<file path="src/rtl/stage4_memory_pkg.sv">
// Shared types and constants for the memory pipeline stage.
package stage4_memory_pkg;

  localparam int unsigned REGISTER_WIDTH = 32;
  localparam int unsigned ADDRESS_WIDTH  = 32;
  localparam int unsigned BYTE_WIDTH     = 8;
  localparam int unsigned LANES          = REGISTER_WIDTH / BYTE_WIDTH;

  localparam logic [6:0] OP_LOAD  = 7'b0000011;
  localparam logic [6:0] OP_STORE = 7'b0100011;

  localparam logic [2:0] F3_LB  = 3'd0;
  localparam logic [2:0] F3_LH  = 3'd1;
  localparam logic [2:0] F3_LW  = 3'd2;
  localparam logic [2:0] F3_LBU = 3'd4;
  localparam logic [2:0] F3_LHU = 3'd5;
  localparam logic [2:0] F3_SB  = 3'd0;
  localparam logic [2:0] F3_SH  = 3'd1;
  localparam logic [2:0] F3_SW  = 3'd2;

  typedef struct packed {
    logic [6:0] opcode;
    logic [2:0] funct3;
    logic [4:0] rd;
  } decoded_instruction_t;

  typedef struct packed {
    decoded_instruction_t        decoded_instruction;
    logic [REGISTER_WIDTH-1:0]   alu_result;
    logic [REGISTER_WIDTH-1:0]   rs2_value;
    logic                        misaligned;
  } pipeline_payload_t;

  typedef enum logic [1:0] {
    SizeByte,
    SizeHalf,
    SizeWord
  } access_size_e;

  // Unknown funct3 encodings fall back to word width.
  function automatic access_size_e load_size(input logic [2:0] funct3);
    unique case (funct3)
      F3_LB, F3_LBU: return SizeByte;
      F3_LH, F3_LHU: return SizeHalf;
      default:       return SizeWord;
    endcase
  endfunction

  function automatic access_size_e store_size(input logic [2:0] funct3);
    unique case (funct3)
      F3_SB:   return SizeByte;
      F3_SH:   return SizeHalf;
      default: return SizeWord;
    endcase
  endfunction

  function automatic logic is_misaligned(input access_size_e size, input logic [1:0] addr_lo);
    unique case (size)
      SizeHalf: return addr_lo[0];
      SizeWord: return addr_lo != 2'b00;
      default:  return 1'b0;
    endcase
  endfunction

endpackage

</file>
<file path="src/rtl/stage4_memory_store_align.sv">
// Store lane alignment: byte strobes, replicated write data and misalignment flag.
module stage4_memory_store_align
  import stage4_memory_pkg::*;
(
  input  logic [2:0]                i_funct3,
  input  logic [1:0]                i_addr_lo,
  input  logic [REGISTER_WIDTH-1:0] i_rs2_value,
  output logic [LANES-1:0]          o_byte_enable,
  output logic [REGISTER_WIDTH-1:0] o_write_data,
  output logic                      o_misaligned
);

  access_size_e w_size;

  // Decode store width and place the source data on every lane it could land on.
  always_comb begin
    w_size        = store_size(i_funct3);
    o_misaligned  = is_misaligned(w_size, i_addr_lo);
    o_byte_enable = '1;
    o_write_data  = i_rs2_value;
    unique case (w_size)
      SizeByte: begin
        o_byte_enable = LANES'(1) << i_addr_lo;
        o_write_data  = {LANES{i_rs2_value[BYTE_WIDTH-1:0]}};
      end
      SizeHalf: begin
        o_byte_enable = LANES'(3) << i_addr_lo;
        o_write_data  = {(LANES / 2){i_rs2_value[2*BYTE_WIDTH-1:0]}};
      end
      default: begin
        o_byte_enable = '1;
        o_write_data  = i_rs2_value;
      end
    endcase
  end

endmodule

</file>
<file path="src/rtl/stage4_memory.sv">
// Memory pipeline stage: one-slot skid-free register with SRAM load/store issue.
module stage4_memory
  import stage4_memory_pkg::*;
(
  input  logic                      clk,
  input  logic                      rst,
  input  logic                      in_tvalid,
  output logic                      in_tready,
  input  pipeline_payload_t         in_tdata,
  output logic                      out_tvalid,
  input  logic                      out_tready,
  output pipeline_payload_t         out_tdata,
  output logic [ADDRESS_WIDTH-1:0]  sram_address,
  output logic                      sram_read_enable,
  output logic                      sram_write_enable,
  output logic [LANES-1:0]          sram_byte_enable,
  output logic [REGISTER_WIDTH-1:0] sram_write_data,
  input  logic [REGISTER_WIDTH-1:0] sram_read_data
);

  logic                      r_out_tvalid;
  pipeline_payload_t         r_out_tdata;
  logic                      w_accept;
  logic                      w_in_is_load;
  logic                      w_in_is_store;
  logic                      w_in_misaligned;
  logic                      w_hold_load;
  logic [ADDRESS_WIDTH-1:0]  w_in_address;
  logic [ADDRESS_WIDTH-1:0]  w_held_address;
  pipeline_payload_t         w_in_payload;
  logic [LANES-1:0]          w_st_byte_enable;
  logic [REGISTER_WIDTH-1:0] w_st_write_data;
  logic                      w_st_misaligned;
  logic                      w_unused;

  // Read data goes straight to writeback; the incoming misaligned bit is recomputed here.
  assign w_unused = ^{sram_read_data, in_tdata.misaligned};

  assign w_in_address   = ADDRESS_WIDTH'(in_tdata.alu_result);
  assign w_held_address = ADDRESS_WIDTH'(r_out_tdata.alu_result);
  assign w_in_is_load   = in_tdata.decoded_instruction.opcode == OP_LOAD;
  assign w_in_is_store  = in_tdata.decoded_instruction.opcode == OP_STORE;

  assign in_tready  = !rst && (!r_out_tvalid || out_tready);
  assign w_accept   = in_tvalid && in_tready;
  assign out_tvalid = r_out_tvalid;
  assign out_tdata  = r_out_tdata;

  // A stalled load keeps re-reading so its data is still on the bus when writeback takes it.
  assign w_hold_load = !rst && r_out_tvalid && !out_tready
                       && (r_out_tdata.decoded_instruction.opcode == OP_LOAD)
                       && !r_out_tdata.misaligned;

  stage4_memory_store_align u_store_align (
    .i_funct3      (in_tdata.decoded_instruction.funct3),
    .i_addr_lo     (w_in_address[1:0]),
    .i_rs2_value   (in_tdata.rs2_value),
    .o_byte_enable (w_st_byte_enable),
    .o_write_data  (w_st_write_data),
    .o_misaligned  (w_st_misaligned)
  );

  // Misalignment of the incoming beat and the payload that will be captured.
  always_comb begin
    w_in_misaligned = 1'b0;
    if (w_in_is_load) begin
      w_in_misaligned = is_misaligned(load_size(in_tdata.decoded_instruction.funct3),
                                      w_in_address[1:0]);
    end else if (w_in_is_store) begin
      w_in_misaligned = w_st_misaligned;
    end
    w_in_payload            = in_tdata;
    w_in_payload.misaligned = w_in_misaligned;
  end

  // SRAM request: new access on accept, otherwise replay of a stalled load.
  always_comb begin
    sram_address      = '0;
    sram_read_enable  = 1'b0;
    sram_write_enable = 1'b0;
    sram_byte_enable  = '0;
    sram_write_data   = '0;
    if (w_accept && !w_in_misaligned && w_in_is_load) begin
      sram_read_enable = 1'b1;
      sram_address     = w_in_address;
    end else if (w_accept && !w_in_misaligned && w_in_is_store) begin
      sram_write_enable = 1'b1;
      sram_address      = {w_in_address[ADDRESS_WIDTH-1:2], 2'b00};
      sram_byte_enable  = w_st_byte_enable;
      sram_write_data   = w_st_write_data;
    end else if (w_hold_load) begin
      sram_read_enable = 1'b1;
      sram_address     = w_held_address;
    end
  end

  // Output slot: replace on accept, clear on drain, hold otherwise.
  always_ff @(posedge clk) begin
    if (rst) begin
      r_out_tvalid <= 1'b0;
      r_out_tdata  <= '0;
    end else if (w_accept) begin
      r_out_tvalid <= 1'b1;
      r_out_tdata  <= w_in_payload;
    end else if (out_tready) begin
      r_out_tvalid <= 1'b0;
    end
  end

endmodule

</file>
<file path="config.mk">
export PLATFORM = sky130hd
export DESIGN_NAME = stage4_memory
export DESIGN_NICKNAME = d
export VERILOG_FILES = /design/src/rtl/stage4_memory_pkg.sv /design/src/rtl/stage4_memory_store_align.sv /design/src/rtl/stage4_memory.sv
export SDC_FILE = /design/constraint.sdc
export NUM_CORES = 1
export LEC_CHECK = 0
export CAP_MARGIN = 20
export CORE_MARGIN = 5
export CORE_UTILIZATION = 39
export CTS_CLUSTER_DIAMETER = 60
export CTS_CLUSTER_SIZE = 8
export DETAILED_ROUTE_END_ITERATION = 12
export PLACE_DENSITY = 0.9
export SYNTH_ARGS = -nofsm -noshare
export SYNTH_HDL_FRONTEND = slang
export SYNTH_HIERARCHICAL = 1
export SYNTH_SLANG_ARGS = --single-unit
</file>
<file path="constraint.sdc">
create_clock -name clk -period 2 [get_ports clk]
set_input_delay 0.3 -clock clk [delete_from_list [all_inputs] [get_ports clk]]
set_output_delay 0.3 -clock clk [all_outputs]
set_load 0.05 [all_outputs]
</file>
==> run metrics <==
outcome=finished with violations; failing checks=negative setup slack; r2r startpoint=out_tvalid; Initial DRC Count=739; Final Cell Area=around 11000 sq um; Post-Syn Instances=522; HP Class=in -> reg; Max-Cap Viols=0; dpl hpwl=approximately 17 mm; NumNets Final=approximately 950; GRT Residual Overflow=0; CP endpoint kind=output pin; CTS tree=yes; worst r2r path cells=5; Synth Warn #=6; syn_area_per_cell=~9.3 sq um; WL final=just over 30 mm; first-pass GRT wire length=43.26 mm; Antenna Violating Nets Remaining=0; Placed Cells=951; min Tclk post-route=2.204 ns; Clock Tree Root=clkbuf_16; die area=14720 sq um; starting density of the core=between 40 and 50%; clk sinks=approximately 80; CTS clk-pin slew, worst paths=0.06 ns; vias in the first global route=roughly 6800; Worst Setup Path Type=reg -> out; H-tree levels=3; Worst Hold Launch=in_tdata[75]; crit share post-route=110.2%; Final Hold Viols=0; Slew HR=58.84%; drt wl/cell=30.63 microns; initial antenna violation count=0; Die Span Y=121.3 microns; most frequent cells in the layout=clkdlybuf4s50_1, buf_12, dfxtp_1; Syn Nets=638; drt first pass iters=5; RSZ-0062 raised after global routing=true; f_max=453.7 MHz; CP required=about 1.7 ns; crit path DAT=1.90 ns; Die W=121.3 microns; fin. max-slew vios=0; Distinct cells, synth=39; clk buf depth=2; leading cell type in the layout, fill and taps excluded=clkdlybuf4s50_1; CTS buffer count=9; sequential-to-total area share from yosys stat=33.55%; Max Fanout on Critical Path=26; GPL Wtd Cong=0.8912; WHS=0.2842 ns; Power Density=535.9 nW/um^2; # diodes=0; DRC=0; Max Clock Skew=0.007394 ns; fin util=approximately 88%; Final setup violation count=43; share of layout cells above drive strength 1=47.68%; Worst setup SP type=flip-flop; via/cell ratio=6.477; Rows=40; fillers=between 400 and 500; Netlist Area Pre-Place=4833 sq um; Least-Margin Pin Slew=0.6155 ns; R2R setup slack=around 0.34 ns; Leakage=4.423 nW; vias=6535; Yosys reg bits=81; hold path endpoint=out_tdata[75]; All-Layer GR Usage=38.85%; Placed Instance Area=around 9200 sq um; I/O Pins=268; Port Buffers=234; clk_lat worst skew=~0.36 ns; area delta synth->final=119.9%; final worst slack=-0.2042 ns; pin count of the biggest net entering global routing=between 40 and 50; core area=approximately 12000 sq um; worst hold path depth=3; Finished Layout Cells=about 1000; DP Worst Slack=-0.5002 ns; maximum vdd ir drop=0.0007136 V; FF-to-FF End=w_held_address[22]
## per-layer routing
metal / vias to the layer above / GRT usage, % / wire [microns]
li1: 2553 / - / -
met1: 3148 / 39.64 / 10030
met2: 615 / 67.18 / 15050
met3: 219 / 11.79 / 3089
met4: 0 / 27.52 / 2734
met5: - / 0 / 0
## cells by family (layout without fill, tap and decap cells)
kind of cell    after synthesis  count (layout)  synth area share [%]
simple gates                142             144                 20.19
compound gates              138             138                 27.18
buf+inv                     137             454                 13.69
flops                        81              81                 33.55
mux                          24              24                 5.384
## flip-flops by register name, summed over array words and instances, names as in the netlist
name and flops:
w_held_address 32, out_tdata 48, out_tvalid 1
## power by group
group          switching (mW)  internal, mW
logic                    1.19         0.794
clock network           0.792          1.10
registers              0.0942          1.73
## Yosys cell counts
cell type	n	share of area, %
nand2_2	1	0.13
o32ai_1	3	0.54
nand4b_4	1	0.49
dfxtp_1	81	34
nor3_2	29	6.0
and4_1	1	0.18
o32ai_2	29	9.8
buf_2	25	2.6
nand3_1	33	3.4
buf_1	1	0.078
inv_1	72	5.6
nand2_1	4	0.31
a32o_1	1	0.21
nor3_1	7	0.72
a31o_1	18	3.3
o31ai_2	1	0.26
o211ai_1	1	0.16
nor2b_4	1	0.28
buf_6	9	2.1
nand4_2	1	0.26
nor4_1	1	0.13
buf_4	13	2.0
nand2b_2	1	0.18
a21oi_1	3	0.31
o21ai_0	19	2.0
a211oi_1	1	0.16
and3_1	47	6.1
and4bb_1	2	0.52
a31o_2	29	5.3
mux2_2	16	3.7
and2_1	2	0.26
o31ai_1	32	5.0
o41ai_2	1	0.34
nor3_4	1	0.34
or2_1	1	0.13
nor2_1	8	0.62
nand2b_1	1	0.13
mux2i_1	8	1.7
clkbuf_1	17	1.3
## area by class of cell
type | count | area, sq um | area share, %
Clock inverter | 7 | 93.84 | 0.8828
Sequential cell | 81 | 1628 | 15.31
Inverter | 72 | 272.8 | 2.566
Tap cell | 168 | 210.2 | 1.977
Clock buffer | 9 | 225.2 | 2.119
Timing Repair Buffer | 366 | 4672 | 43.95
Multi-Input combinational cell | 306 | 3528 | 33.19
## through the flow
step                TNS [ns]  power (mW)
global placement      -29.90       3.418
global route          -8.197       5.826
floorplan             -2.124       2.774
CTS                   -3.661       5.518
detailed placement    -31.96       3.486
finish                -5.454       5.697
## how the worst max path moves through the flow
stage | endpoint | start
2_1_floorplan | sram_write_data[31] | in_tdata[72]
3_3_place_gp | sram_address[4] | in_tdata[33]
3_5_place_dp | sram_address[7] | in_tdata[33]
4_1_cts | sram_address[12] | out_tdata[0]
5_1_grt | sram_write_data[30] | in_tdata[72]
6_report | sram_address[22] | out_tdata[0]
## critical path: stages (launching register included)
cell,delay (ns)
dfxtp_2,0.35
nor4_4,0.33
nand4_4,0.19
buf_12,0.26
o32ai_4,0.20
buf_12,0.18
## repair_timing
| action | in CTS | in global routing |
|---|---|---|
| hold endpoints to repair | 0 | 0 |
| pin swaps | 48 | 13 |
| gates cloned | 14 | 0 |
| buffers inserted | 24 | 6 |
| hold buffers | 0 | 0 |
| resized for setup | 151 | 38 |
| setup endpoints to repair | 71 | 65 |
No activity file was read; power rests on OpenSTA's default activity.
